<file path="config.mk">
export PLATFORM = sky130hd
export DESIGN_NAME = voice_allocator_flat
export DESIGN_NICKNAME = d
export VERILOG_FILES = /design/src/rtl/synth_pkg.sv /design/src/rtl/voice_allocator_if.sv /design/src/rtl/voice_allocator_voice_select.sv /design/src/rtl/voice_allocator.sv /design/src/flat_wrapper.sv
export SDC_FILE = /design/constraint.sdc
export NUM_CORES = 1
export LEC_CHECK = 0
export BUFFER_PORTS_ARGS = -buffer_cell sky130_fd_sc_hd__buf_4
export CAP_MARGIN = 20
export CORE_MARGIN = 8
export CORE_UTILIZATION = 50
export CTS_CLUSTER_SIZE = 24
export DETAILED_ROUTE_END_ITERATION = 12
export PLACE_DENSITY = 0.8
export SKIP_LAST_GASP = 1
export SLEW_MARGIN = 20
export SYNTH_ARGS = -nofsm -noshare
export SYNTH_HDL_FRONTEND = slang
export SYNTH_SLANG_ARGS = --single-unit
export TNS_END_PERCENT = 5
</file>
<file path="constraint.sdc">
create_clock -name clk -period 7.45 [get_ports clk]
set_clock_uncertainty 0.1 [all_clocks]
set_input_delay 1.1175 -clock clk [delete_from_list [all_inputs] [get_ports clk]]
set_output_delay 1.1175 -clock clk [all_outputs]
set_load 0.05 [all_outputs]
</file>
<file path="src/rtl/synth_pkg.sv">
// Shared definitions for the synthesizer voice path: command field layout,
// allocator FSM encoding and release-command construction.
package synth_pkg;

  localparam int GATE_BIT = 15;
  localparam int VEL_MSB  = 14;
  localparam int VEL_LSB  = 8;
  localparam int NOTE_MSB = 6;
  localparam int NOTE_LSB = 0;
  localparam int NOTE_W   = NOTE_MSB - NOTE_LSB + 1;

  typedef enum logic [1:0] {
    ST_IDLE   = 2'd0,
    ST_LOOKUP = 2'd1,
    ST_ISSUE  = 2'd2,
    ST_FLUSH  = 2'd3
  } state_t;

  // A release keeps the note so the bank can find it, with gate and velocity cleared.
  function automatic logic [15:0] release_data(input logic [NOTE_W-1:0] note);
    logic [15:0] d;
    d = '0;
    d[NOTE_MSB:NOTE_LSB] = note;
    return d;
  endfunction

endpackage

</file>
<file path="src/rtl/voice_allocator_if.sv">
// Command intake and bank-command handshakes between the write register,
// the voice allocator and bank_manager.
interface voice_allocator_if #(
  parameter int IDX_W = 4
);
  logic             i_cmd_valid;
  logic [15:0]      i_cmd_data;
  logic             o_cmd_ready;
  logic             o_bank_valid;
  logic [IDX_W-1:0] o_bank_idx;
  logic [15:0]      o_bank_data;
  logic             i_bank_ready;

  modport slave (
    input  i_cmd_valid, i_cmd_data, i_bank_ready,
    output o_cmd_ready, o_bank_valid, o_bank_idx, o_bank_data
  );

  modport master (
    output i_cmd_valid, i_cmd_data, i_bank_ready,
    input  o_cmd_ready, o_bank_valid, o_bank_idx, o_bank_data
  );
endinterface

</file>
<file path="src/rtl/voice_allocator_voice_select.sv">
// Parallel search over the voice table: note match, first free voice and
// oldest voice, each resolved toward the lowest index.
module voice_select
  import synth_pkg::*;
#(
  parameter int NUM_VOICES = 4,
  parameter int IDX_W      = 4,
  parameter int AGE_W      = 8
) (
  input  logic [NUM_VOICES-1:0]             active,
  input  logic [NUM_VOICES-1:0][NOTE_W-1:0] notes,
  input  logic [NUM_VOICES-1:0][AGE_W-1:0]  ages,
  input  logic [NOTE_W-1:0]                 cmd_note,
  output logic                              match_hit,
  output logic [IDX_W-1:0]                  match_idx,
  output logic                              free_hit,
  output logic [IDX_W-1:0]                  free_idx,
  output logic [IDX_W-1:0]                  oldest_idx
);

  logic [AGE_W-1:0] best_age;

  always_comb begin
    match_hit  = 1'b0;
    match_idx  = '0;
    free_hit   = 1'b0;
    free_idx   = '0;
    oldest_idx = '0;
    best_age   = ages[0];
    for (int v = 0; v < NUM_VOICES; v++) begin
      if (!match_hit && active[v] && (notes[v] == cmd_note)) begin
        match_hit = 1'b1;
        match_idx = IDX_W'(v);
      end
      if (!free_hit && !active[v]) begin
        free_hit = 1'b1;
        free_idx = IDX_W'(v);
      end
      // Strict compare keeps the lowest index on equal ages.
      if (ages[v] > best_age) begin
        best_age   = ages[v];
        oldest_idx = IDX_W'(v);
      end
    end
  end

endmodule

</file>
<file path="src/rtl/voice_allocator.sv">
// Maps note on/off commands onto bank_manager voices (retrigger, free or
// steal-oldest) and issues one-shot bank commands, plus an all-off flush.
module voice_allocator
  import synth_pkg::*;
#(
  parameter int NUM_VOICES = 4,
  parameter int IDX_W      = 4,
  parameter int AGE_W      = 8,
  parameter int CNT_W      = 8
) (
  input  logic                  clk,
  input  logic                  reset,
  voice_allocator_if.slave      bus,
  input  logic                  i_all_off,
  output logic [NUM_VOICES-1:0] o_active_mask,
  output logic [CNT_W-1:0]      o_steal_cnt,
  output logic [CNT_W-1:0]      o_drop_cnt
);

  state_t                            state, state_d;
  logic                              run_q;
  logic [15:0]                       cmd_q;
  logic [NUM_VOICES-1:0]             active;
  logic [NUM_VOICES-1:0][NOTE_W-1:0] note_tbl;
  logic [NUM_VOICES-1:0][AGE_W-1:0]  age_tbl;
  logic [NUM_VOICES-1:0]             mask_q;
  logic [IDX_W-1:0]                  bank_idx_q, scan_idx, tgt;
  logic [15:0]                       bank_data_q;
  logic [CNT_W-1:0]                  steal_cnt, drop_cnt;

  logic             match_hit, free_hit;
  logic [IDX_W-1:0] match_idx, free_idx, oldest_idx;
  logic take_cmd, start_flush, commit_on, commit_off, steal, drop, flush_clear, scan_adv;

  voice_select #(.NUM_VOICES(NUM_VOICES), .IDX_W(IDX_W), .AGE_W(AGE_W)) u_sel (
    .active    (active),
    .notes     (note_tbl),
    .ages      (age_tbl),
    .cmd_note  (cmd_q[NOTE_MSB:NOTE_LSB]),
    .match_hit (match_hit),
    .match_idx (match_idx),
    .free_hit  (free_hit),
    .free_idx  (free_idx),
    .oldest_idx(oldest_idx)
  );

  assign tgt = (match_hit || !cmd_q[GATE_BIT]) ? match_idx :
               free_hit ? free_idx : oldest_idx;

  always_ff @(posedge clk or negedge reset) begin
    if (!reset) state <= ST_IDLE;
    else        state <= state_d;
  end

  always_comb begin
    state_d          = state;
    take_cmd         = 1'b0;
    start_flush      = 1'b0;
    commit_on        = 1'b0;
    commit_off       = 1'b0;
    steal            = 1'b0;
    drop             = 1'b0;
    flush_clear      = 1'b0;
    scan_adv         = 1'b0;
    bus.o_cmd_ready  = 1'b0;
    bus.o_bank_valid = 1'b0;
    bus.o_bank_idx   = '0;
    bus.o_bank_data  = '0;
    case (state)
      ST_IDLE: begin
        // run_q holds intake off until the first clock after reset release.
        if (run_q) begin
          bus.o_cmd_ready = !i_all_off;
          if (i_all_off) begin
            start_flush = 1'b1;
            state_d     = ST_FLUSH;
          end else if (bus.i_cmd_valid) begin
            take_cmd = 1'b1;
            state_d  = ST_LOOKUP;
          end
        end
      end
      ST_LOOKUP: begin
        if (cmd_q[GATE_BIT]) begin
          commit_on = 1'b1;
          steal     = !match_hit && !free_hit;
          state_d   = ST_ISSUE;
        end else if (match_hit) begin
          commit_off = 1'b1;
          state_d    = ST_ISSUE;
        end else begin
          drop    = 1'b1;
          state_d = ST_IDLE;
        end
      end
      ST_ISSUE: begin
        bus.o_bank_valid = 1'b1;
        bus.o_bank_idx   = bank_idx_q;
        bus.o_bank_data  = bank_data_q;
        if (bus.i_bank_ready) state_d = ST_IDLE;
      end
      ST_FLUSH: begin
        if (active[scan_idx]) begin
          bus.o_bank_valid = 1'b1;
          bus.o_bank_idx   = scan_idx;
          bus.o_bank_data  = release_data(note_tbl[scan_idx]);
          flush_clear      = bus.i_bank_ready;
          scan_adv         = bus.i_bank_ready;
        end else begin
          scan_adv = 1'b1;
        end
        if (scan_adv && (scan_idx == IDX_W'(NUM_VOICES - 1))) state_d = ST_IDLE;
      end
      default: state_d = ST_IDLE;
    endcase
  end

  always_ff @(posedge clk or negedge reset) begin
    if (!reset) begin
      run_q       <= 1'b0;
      cmd_q       <= '0;
      active      <= '0;
      note_tbl    <= '0;
      age_tbl     <= '0;
      mask_q      <= '0;
      bank_idx_q  <= '0;
      bank_data_q <= '0;
      scan_idx    <= '0;
      steal_cnt   <= '0;
      drop_cnt    <= '0;
    end else begin
      run_q  <= 1'b1;
      mask_q <= active;
      if (take_cmd) cmd_q <= bus.i_cmd_data;
      if (start_flush)   scan_idx <= '0;
      else if (scan_adv) scan_idx <= scan_idx + 1'b1;
      if (commit_on) begin
        for (int v = 0; v < NUM_VOICES; v++) begin
          if (IDX_W'(v) == tgt) begin
            active[v]   <= 1'b1;
            note_tbl[v] <= cmd_q[NOTE_MSB:NOTE_LSB];
            age_tbl[v]  <= '0;
          end else if (active[v] && (age_tbl[v] != '1)) begin
            age_tbl[v] <= age_tbl[v] + 1'b1;
          end
        end
        bank_idx_q  <= tgt;
        bank_data_q <= cmd_q;
      end
      if (commit_off) begin
        active[tgt] <= 1'b0;
        bank_idx_q  <= tgt;
        bank_data_q <= release_data(cmd_q[NOTE_MSB:NOTE_LSB]);
      end
      if (flush_clear) active[scan_idx] <= 1'b0;
      if (steal && (steal_cnt != '1)) steal_cnt <= steal_cnt + 1'b1;
      if (drop && (drop_cnt != '1))   drop_cnt  <= drop_cnt + 1'b1;
    end
  end

  assign o_active_mask = mask_q;
  assign o_steal_cnt   = steal_cnt;
  assign o_drop_cnt    = drop_cnt;

endmodule

</file>
<file path="src/flat_wrapper.sv">
// flat-port wrapper written by rule: the top's interface ports become plain ports
module voice_allocator_flat import synth_pkg::*;
#(
  parameter int NUM_VOICES = 4,
  parameter int IDX_W      = 4,
  parameter int AGE_W      = 8,
  parameter int CNT_W      = 8
)
  (clk, reset, i_all_off, o_active_mask, o_steal_cnt, o_drop_cnt, bus_i_cmd_valid, bus_i_cmd_data, bus_i_bank_ready, bus_o_cmd_ready, bus_o_bank_valid, bus_o_bank_idx, bus_o_bank_data);
  voice_allocator_if #(.IDX_W(IDX_W)) bus_i ();
  input  logic clk;
  input  logic reset;
  input  logic i_all_off;
  output logic [NUM_VOICES-1:0] o_active_mask;
  output logic [CNT_W-1:0] o_steal_cnt;
  output logic [CNT_W-1:0] o_drop_cnt;
  input wire logic [$bits(bus_i.i_cmd_valid)-1:0] bus_i_cmd_valid;
  input wire logic [$bits(bus_i.i_cmd_data)-1:0] bus_i_cmd_data;
  input wire logic [$bits(bus_i.i_bank_ready)-1:0] bus_i_bank_ready;
  output wire logic [$bits(bus_i.o_cmd_ready)-1:0] bus_o_cmd_ready;
  output wire logic [$bits(bus_i.o_bank_valid)-1:0] bus_o_bank_valid;
  output wire logic [$bits(bus_i.o_bank_idx)-1:0] bus_o_bank_idx;
  output wire logic [$bits(bus_i.o_bank_data)-1:0] bus_o_bank_data;
  assign bus_i.i_cmd_valid = bus_i_cmd_valid;
  assign bus_i.i_cmd_data = bus_i_cmd_data;
  assign bus_i.i_bank_ready = bus_i_bank_ready;
  assign bus_o_cmd_ready = bus_i.o_cmd_ready;
  assign bus_o_bank_valid = bus_i.o_bank_valid;
  assign bus_o_bank_idx = bus_i.o_bank_idx;
  assign bus_o_bank_data = bus_i.o_bank_data;
  voice_allocator #(.NUM_VOICES(NUM_VOICES), .IDX_W(IDX_W), .AGE_W(AGE_W), .CNT_W(CNT_W)) u_core (.clk(clk), .reset(reset), .bus(bus_i), .i_all_off(i_all_off), .o_active_mask(o_active_mask), .o_steal_cnt(o_steal_cnt), .o_drop_cnt(o_drop_cnt));
endmodule
</file>
# ---- Yosys cells after proc, flatten, opt, wreduce, memory -nomap -nowiden
# Cells that the tools add are included.
dict set report classes {
  order_cmp 7
  reduce_logical 50
  add_sub_neg 7
  bitwise 4
  n_eq_ne 21
  mux 88
}
# operator count
set op_table {}
lappend op_table {{$mux W8} 10}
lappend op_table {{$mux W4} 16}
lappend op_table {{$add A8 B1 Y8 const B} 6}
lappend op_table {{$ne A8 B8 Y1 const B} 6}
lappend op_table {{$mux W1} 43}
lappend op_table {{$mux W16} 2}
lappend op_table {{$pmux W16 S2} 1}
lappend op_table {{$eq A7 B7 Y1} 4}
lappend op_table {{$gt A8 B8 Y1} 3}
lappend op_table {{$logic_and A1 B1 Y1} 20}
lappend op_table {{$reduce_and A2 Y1} 8}
lappend op_table {{$bmux W7 S2} 1}
lappend op_table {{$mux W2} 7}
lappend op_table {{$mux W7} 2}
lappend op_table {{$logic_not A1 Y1} 12}
lappend op_table {{$reduce_bool A2 Y1} 6}
lappend op_table {{$and A4 B4 Y4} 2}
lappend op_table {{$eq A2 B4 Y1 const A} 2}
lappend op_table {{$ge A4 B1 Y1 const B} 2}
lappend op_table {{$lt A4 B3 Y1 const B} 2}
lappend op_table {{$not A4 Y4} 2}
lappend op_table {{$pmux W2 S4} 1}
lappend op_table {{$pmux W4 S2} 1}
lappend op_table {{$add A4 B1 Y4 const B} 1}
lappend op_table {{14 further kinds} 17}
dict set report totals {
  wordCells 195
  ff_bits 127
  in_bits 21
}

# ---- Depth between registers and ports, before layout
dict set report depth {
  ltp_word 26
  ltp_mapped 27
  mapped_depth_nobuf 24
}

# ---- Hierarchy
# A second synthesis with hierarchy kept.
dict set report unflattened {
  cells_unflattened 695
  area_unflattened_um2 7435.9
}
# mod cells_each n_inst seq_area_each_um2 area_each_um2
set by_module_without_submodules {}
lappend by_module_without_submodules {voice_allocator 508 1 3178.0 6025.8}
lappend by_module_without_submodules {voice_select 187 1 0.0 1410.1}

# ---- Least setup slack after synthesis
# OpenSTA, ideal clock, no wires.
dict set report synth_timing {
  kind {flip-flop to flip-flop}
  start {register u_core.age_tbl[1] in the netlist's numbering}
  end {register u_core.note_tbl[5] in the netlist's numbering}
  t_arrival_ns 5.298
  t_required_ns 7.223
  n_path_buf 3
  path_stages_with_launch 26
  synth_period_minus_slack_ns 5.525
  slack_ns 1.925
  path_cell_list {dfrtp_1 inv_1 ha_1 nor2b_1 o211ai_2 a21oi_1 o31ai_1 buf_2 mux2i_1 ha_1 a211oi_1 o211ai_1 o21ai_1 or2_2 clkbuf_1 o21ai_0 ha_1 a211o_1 o211ai_2 o2111ai_1 nand2_1 o2111ai_1 a221o_1 nor3_4 buf_6 mux2_1}
}
dict set report synth_via {
  elab_chain_len 10
}
# element line_no
set synth_rtl {}
lappend synth_rtl {{from (decl)} voice_allocator.sv:25} ;# logic [NUM_VOICES-1:0][AGE_W-1:0] age_tbl;
lappend synth_rtl {{from (signal, indexed assignment)} voice_allocator.sv:144} ;# age_tbl[v] <= age_tbl[v] + 1'b1;
lappend synth_rtl {{$gt A8 B8 Y1} voice_allocator_voice_select.sv:40} ;# if (ages[v] > best_age) begin
lappend synth_rtl {{$mux W8} voice_allocator_voice_select.sv:40}
lappend synth_rtl {{$gt A8 B8 Y1} voice_allocator_voice_select.sv:40}
lappend synth_rtl {{$mux W8} voice_allocator_voice_select.sv:40}
lappend synth_rtl {{$gt A8 B8 Y1} voice_allocator_voice_select.sv:40}
lappend synth_rtl {{$mux W4 *} voice_allocator_voice_select.sv:40}
lappend synth_rtl {{$mux W4 *} voice_allocator.sv:48} ;# free_hit ? free_idx : oldest_idx;
lappend synth_rtl {{$mux W4 *} voice_allocator.sv:47} ;# assign tgt = (match_hit || !cmd_q[GATE_BIT]) ? match_idx :
lappend synth_rtl {{$logic_not A4 Y1 *} voice_allocator.sv:139} ;# if (IDX_W'(v) == tgt) begin
lappend synth_rtl {{$reduce_and A2 Y1 (no line) *} n/a}
lappend synth_rtl {{to (signal, indexed assignment)} voice_allocator.sv:141} ;# note_tbl[v] <= cmd_q[NOTE_MSB:NOTE_LSB];
lappend synth_rtl {{to (decl)} voice_allocator.sv:24} ;# logic [NUM_VOICES-1:0][NOTE_W-1:0] note_tbl;
# Mark *: on every way between the ends. The rest lies on a longest branch, timed or not.
# A chain may end at the register's enable or synchronous reset.

# ---- Final worst setup path
dict set report layout_timing {
  start {register u_core.age_tbl[3] in the netlist's numbering}
  end {register u_core.note_tbl[1] in the netlist's numbering}
}
# Same word-level chain as after synthesis.

==> metrics <==
M3 GR Usage 4.450%; Chip Width 134.4 µm; Final TNS setup 0 ns; number of setup buffers added after CTS 0; dominant combinational cell family by area after synthesis simple AND/OR/NAND/NOR gates; peak clock frequency supported by timing 0.1635 GHz; most common cell after layout, fill and taps aside sky130_fd_sc_hd__dfrtp_1; outcome complete, no violations; library cells used by synthesis 65; synthesized-area fraction occupied by ao, oa, aoi and oai cells 10.08%; number of placement rows 43; required time of the worst setup path 7.66 ns; area delta synth->final 17.22%; IO buf count 62; deepest clock path buffer count 2; buffer cell driving the clock tree root sky130_fd_sc_hd__clkbuf_16; TritonCTS buffer count 17; Post-Syn Area per Cell 10.58 µm²; number of enable-type register cells in the synthesized netlist 0; Avg Vias per Cell 5.837; synthesis-stage register bit count 125; maximum VDD drop 0.2841 mV; R2R Path End u_core.note_tbl[1]; first-pass GRT wire length 27,980 µm; number of global-route vias before repair 5,590; routed wire length per instance 18.58 µm; RD Place Congestion 0.9607; Worst setup SP type register; proportion of layout cells with a drive suffix above 1 23.71%; worst hold path cell count 2; post-layout min period 6.117 ns; startpoint of the worst register-to-register path u_core.age_tbl[3]; CP Buf/Inv Count 2; Crit Path Max Fanout 16; number of buffers inserted by hold repair at cts 0; layout filler cell count 1,136; sum of net half-perimeters after detailed placement 12,190 µm; Synth Cell Area 7012 µm²; TritonCTS clock tree built; most used cell, CP sky130_fd_sc_hd__ha_1; Lkg Pwr 3.861 nW; critical path depth in cells 23; number of nets in the finished design 777; floorplan die height 134.4 µm; proportion of netlist area held by the largest area contributor 44.61%; most frequent cells in the layout sky130_fd_sc_hd__dfrtp_1, sky130_fd_sc_hd__nand2_1, sky130_fd_sc_hd__buf_4, sky130_fd_sc_hd__nor2_1, sky130_fd_sc_hd__mux2_2; CP Class register to register; all-layer global routing usage 19.59%; clock-pin slew of the registers on the worst-case setup and hold paths 0.06 ns; setup violators final 0; effective utilization at floorplan 50.91%; share of async-settable or async-resettable flops after synthesis 100.0%; final antenna-violating net count 0; kind of path behind the tightest hold check register to register; XOR/XNOR Fraction of Synth Area 7.869%; Final Power 3.321 mW; drt total wl 16,980 µm; adder-cell share of the synthesized area 6.067%; drt initial violations 350; areal power density over the cells 404.0 nW/µm²; global-route track usage on met2 34.23%; synth warn 0; kind of end point of the critical path register; number of violations of the max-capacitance limit 0; post-synthesis simple-gate area fraction 16.54%; crit-path cells inv_1 -> ha_1 -> a21oi_1 -> a21oi_1 -> o31ai_1 -> buf_4 -> mux2i_1 -> ha_1 -> a211oi_1 -> o211ai_1 -> o21ai_1 -> or2_2 -> nand2_1 -> o21ai_0 -> ha_1 -> a211o_1 -> o211ai_2 -> o2111ai_1 -> nand2_1 -> o2111ai_1 -> a221o_1 -> nor3_4 -> mux2_2; Core Area 13,770 µm²; fraction of the cycle the final worst path needs 82.11%; quantity of gates resized following cts 0; total via count after detailed routing 5,335; H-tree lvl count 4; hold violation total from the final report 0; synthesized instance count 663; Relative slew margins 32.98%; clock sink count 125; portion of the post-synthesis area used by sequential elements 44.61%; worst path arrival time 6.32 ns; mux cell area share after synthesis 11.38%; cell at the slowest stage of the critical path sky130_fd_sc_hd__nor3_4; total grt overflow 0; met1 track utilization from global routing 22.28%; num ports 63; antenna diode count 0; maximum number of pins on one net before global-route repair 85; Post-route DRC 0; terminating pin of the worst hold path u_core.bank_data_q[1]; clock insertion delay at the later pin of the skew report 0.42 ns; actual transition at the worst max-transition pin 0.9987 ns; Initial DRT Pass Iterations 5; most area-consuming cells after synthesis sky130_fd_sc_hd__dfrtp_1, sky130_fd_sc_hd__mux2_2, sky130_fd_sc_hd__ha_1, sky130_fd_sc_hd__xnor2_1, sky130_fd_sc_hd__nand2_1; RSZ-0062 raised after global routing false; number of cells on the worst reg-to-reg path 23; top_reg_cell synth sky130_fd_sc_hd__dfrtp_1; library cell with the largest summed area after synthesis sky130_fd_sc_hd__dfrtp_1; DIE AREA 18,070 µm²; count of final max-slew check failures 0; antenna violations before repair 0; delay contributed by the slowest stage of the critical path 0.67 ns; category of cells accounting for the largest share of critical-path delay compound AO/OA/AOI/OAI gates; hold wc startpoint u_core.bank_data_q[1]; number of nets in the synthesized netlist 718; R2R Setup Slk 1.33 ns; layer with the highest usage met2
==> routing by layer <==
layer / wire length, µm / vias up
li1: - / 2464
met1: 6759 / 2684
met2: 9009 / 146
met3: 761 / 41
met4: 449 / 0
met5: 0 / -
==> metrics by stage <==
step                      setup WS (ns)  hold WS, ns  instance area, µm²  util (%)  std cells
after global routing             0.9523       0.3974                8219     59.67        914
after CTS                         1.379       0.3763                8215     59.65        914
after detailed placement          1.416       0.3612                7592     55.12        883
final                             1.333       0.3702                8219     59.67        914
after floorplan                   1.925       0.2487                7012         -        663
after global placement            1.675       0.3507                7592     55.12        883
==> cell usage after synthesis, drive strengths merged (4+ instances only) <==
library cell	number
dfrtp	125
nand2	72
nor2	62
mux2	48
xnor2	41
ha	34
o21ai	23
nand3	22
nand4	22
xor2	22
inv	20
buf	19
a22o	18
and2	13
a21oi	12
mux2i	10
o211ai	10
and3	9
clkbuf	9
nor3	8
mux4	7
or2	7
o22ai	5
nor2b	4
==> registers in the layout, indices dropped and copies added, names as in the netlist <==
register and flops:
u_core.active 4, u_core.age_tbl 32, u_core.bank_data_q 16, u_core.bank_idx_q 2, u_core.cmd_q 16, u_core.note_tbl 28, u_core.o_active_mask 4, u_core.o_drop_cnt 8
u_core.o_steal_cnt 8, u_core.run_q 1, u_core.scan_idx 4, u_core.state 2
==> worst register-to-register path: stages (launching register included) <==
cell                        delay (ns)
sky130_fd_sc_hd__dfrtp_1          0.43
sky130_fd_sc_hd__inv_1            0.10
sky130_fd_sc_hd__ha_1             0.35
sky130_fd_sc_hd__a21oi_1          0.20
sky130_fd_sc_hd__a21oi_1          0.11
sky130_fd_sc_hd__o31ai_1          0.19
sky130_fd_sc_hd__buf_4            0.24
sky130_fd_sc_hd__mux2i_1          0.27
sky130_fd_sc_hd__ha_1             0.29
sky130_fd_sc_hd__a211oi_1         0.33
sky130_fd_sc_hd__o211ai_1         0.16
sky130_fd_sc_hd__o21ai_1          0.16
sky130_fd_sc_hd__or2_2            0.28
sky130_fd_sc_hd__nand2_1          0.08
sky130_fd_sc_hd__o21ai_0          0.08
sky130_fd_sc_hd__ha_1             0.27
sky130_fd_sc_hd__a211o_1          0.27
sky130_fd_sc_hd__o211ai_2         0.08
sky130_fd_sc_hd__o2111ai_1        0.16
sky130_fd_sc_hd__nand2_1          0.12
sky130_fd_sc_hd__o2111ai_1        0.18
sky130_fd_sc_hd__a221o_1          0.47
sky130_fd_sc_hd__nor3_4           0.67
sky130_fd_sc_hd__mux2_2           0.42
==> cells by family (layout without fill, tap and decap cells) <==
group                    Yosys count  count (layout)
AO/OA/AOI/OAI                     97              97
XOR/XNOR                          63              63
adder cells (fa/ha/maj)           34              34
buffers and inverters             48             119
flip-flops                       125             125
multiplexers                      65              65
other                              1               1
AND/OR/NAND/NOR                  230             230
==> worst max path at each step <==
stage	from	to	slack, ns
floorplan	u_core.age_tbl[1]	u_core.note_tbl[5]	1.93
global placement	u_core.age_tbl[1]	u_core.note_tbl[6]	1.67
detailed placement	u_core.age_tbl[3]	u_core.note_tbl[3]	1.42
CTS	u_core.age_tbl[3]	u_core.note_tbl[1]	1.38
global route	u_core.age_tbl[1]	u_core.note_tbl[1]	0.95
finish	u_core.age_tbl[3]	u_core.note_tbl[1]	1.33
==> power breakdown <==
group | internal (mW) | switching (mW)
combinational | 0.569 | 0.757
sequential | 0.870 | 0.253
clock | 0.573 | 0.298
==> cell type report <==
type | instances | area, µm² | share of cell area (%)
clock buffer | 20 | 456.7 | 5.556
clock inverter | 11 | 166.4 | 2.025
inverter | 20 | 75.07 | 0.9134
multi-input combinational | 490 | 3654 | 44.45
sequential | 125 | 3128 | 38.06
tap | 180 | 225.2 | 2.740
timing repair buffer | 68 | 514.2 | 6.257
No activity file was read; power rests on OpenSTA's default activity.
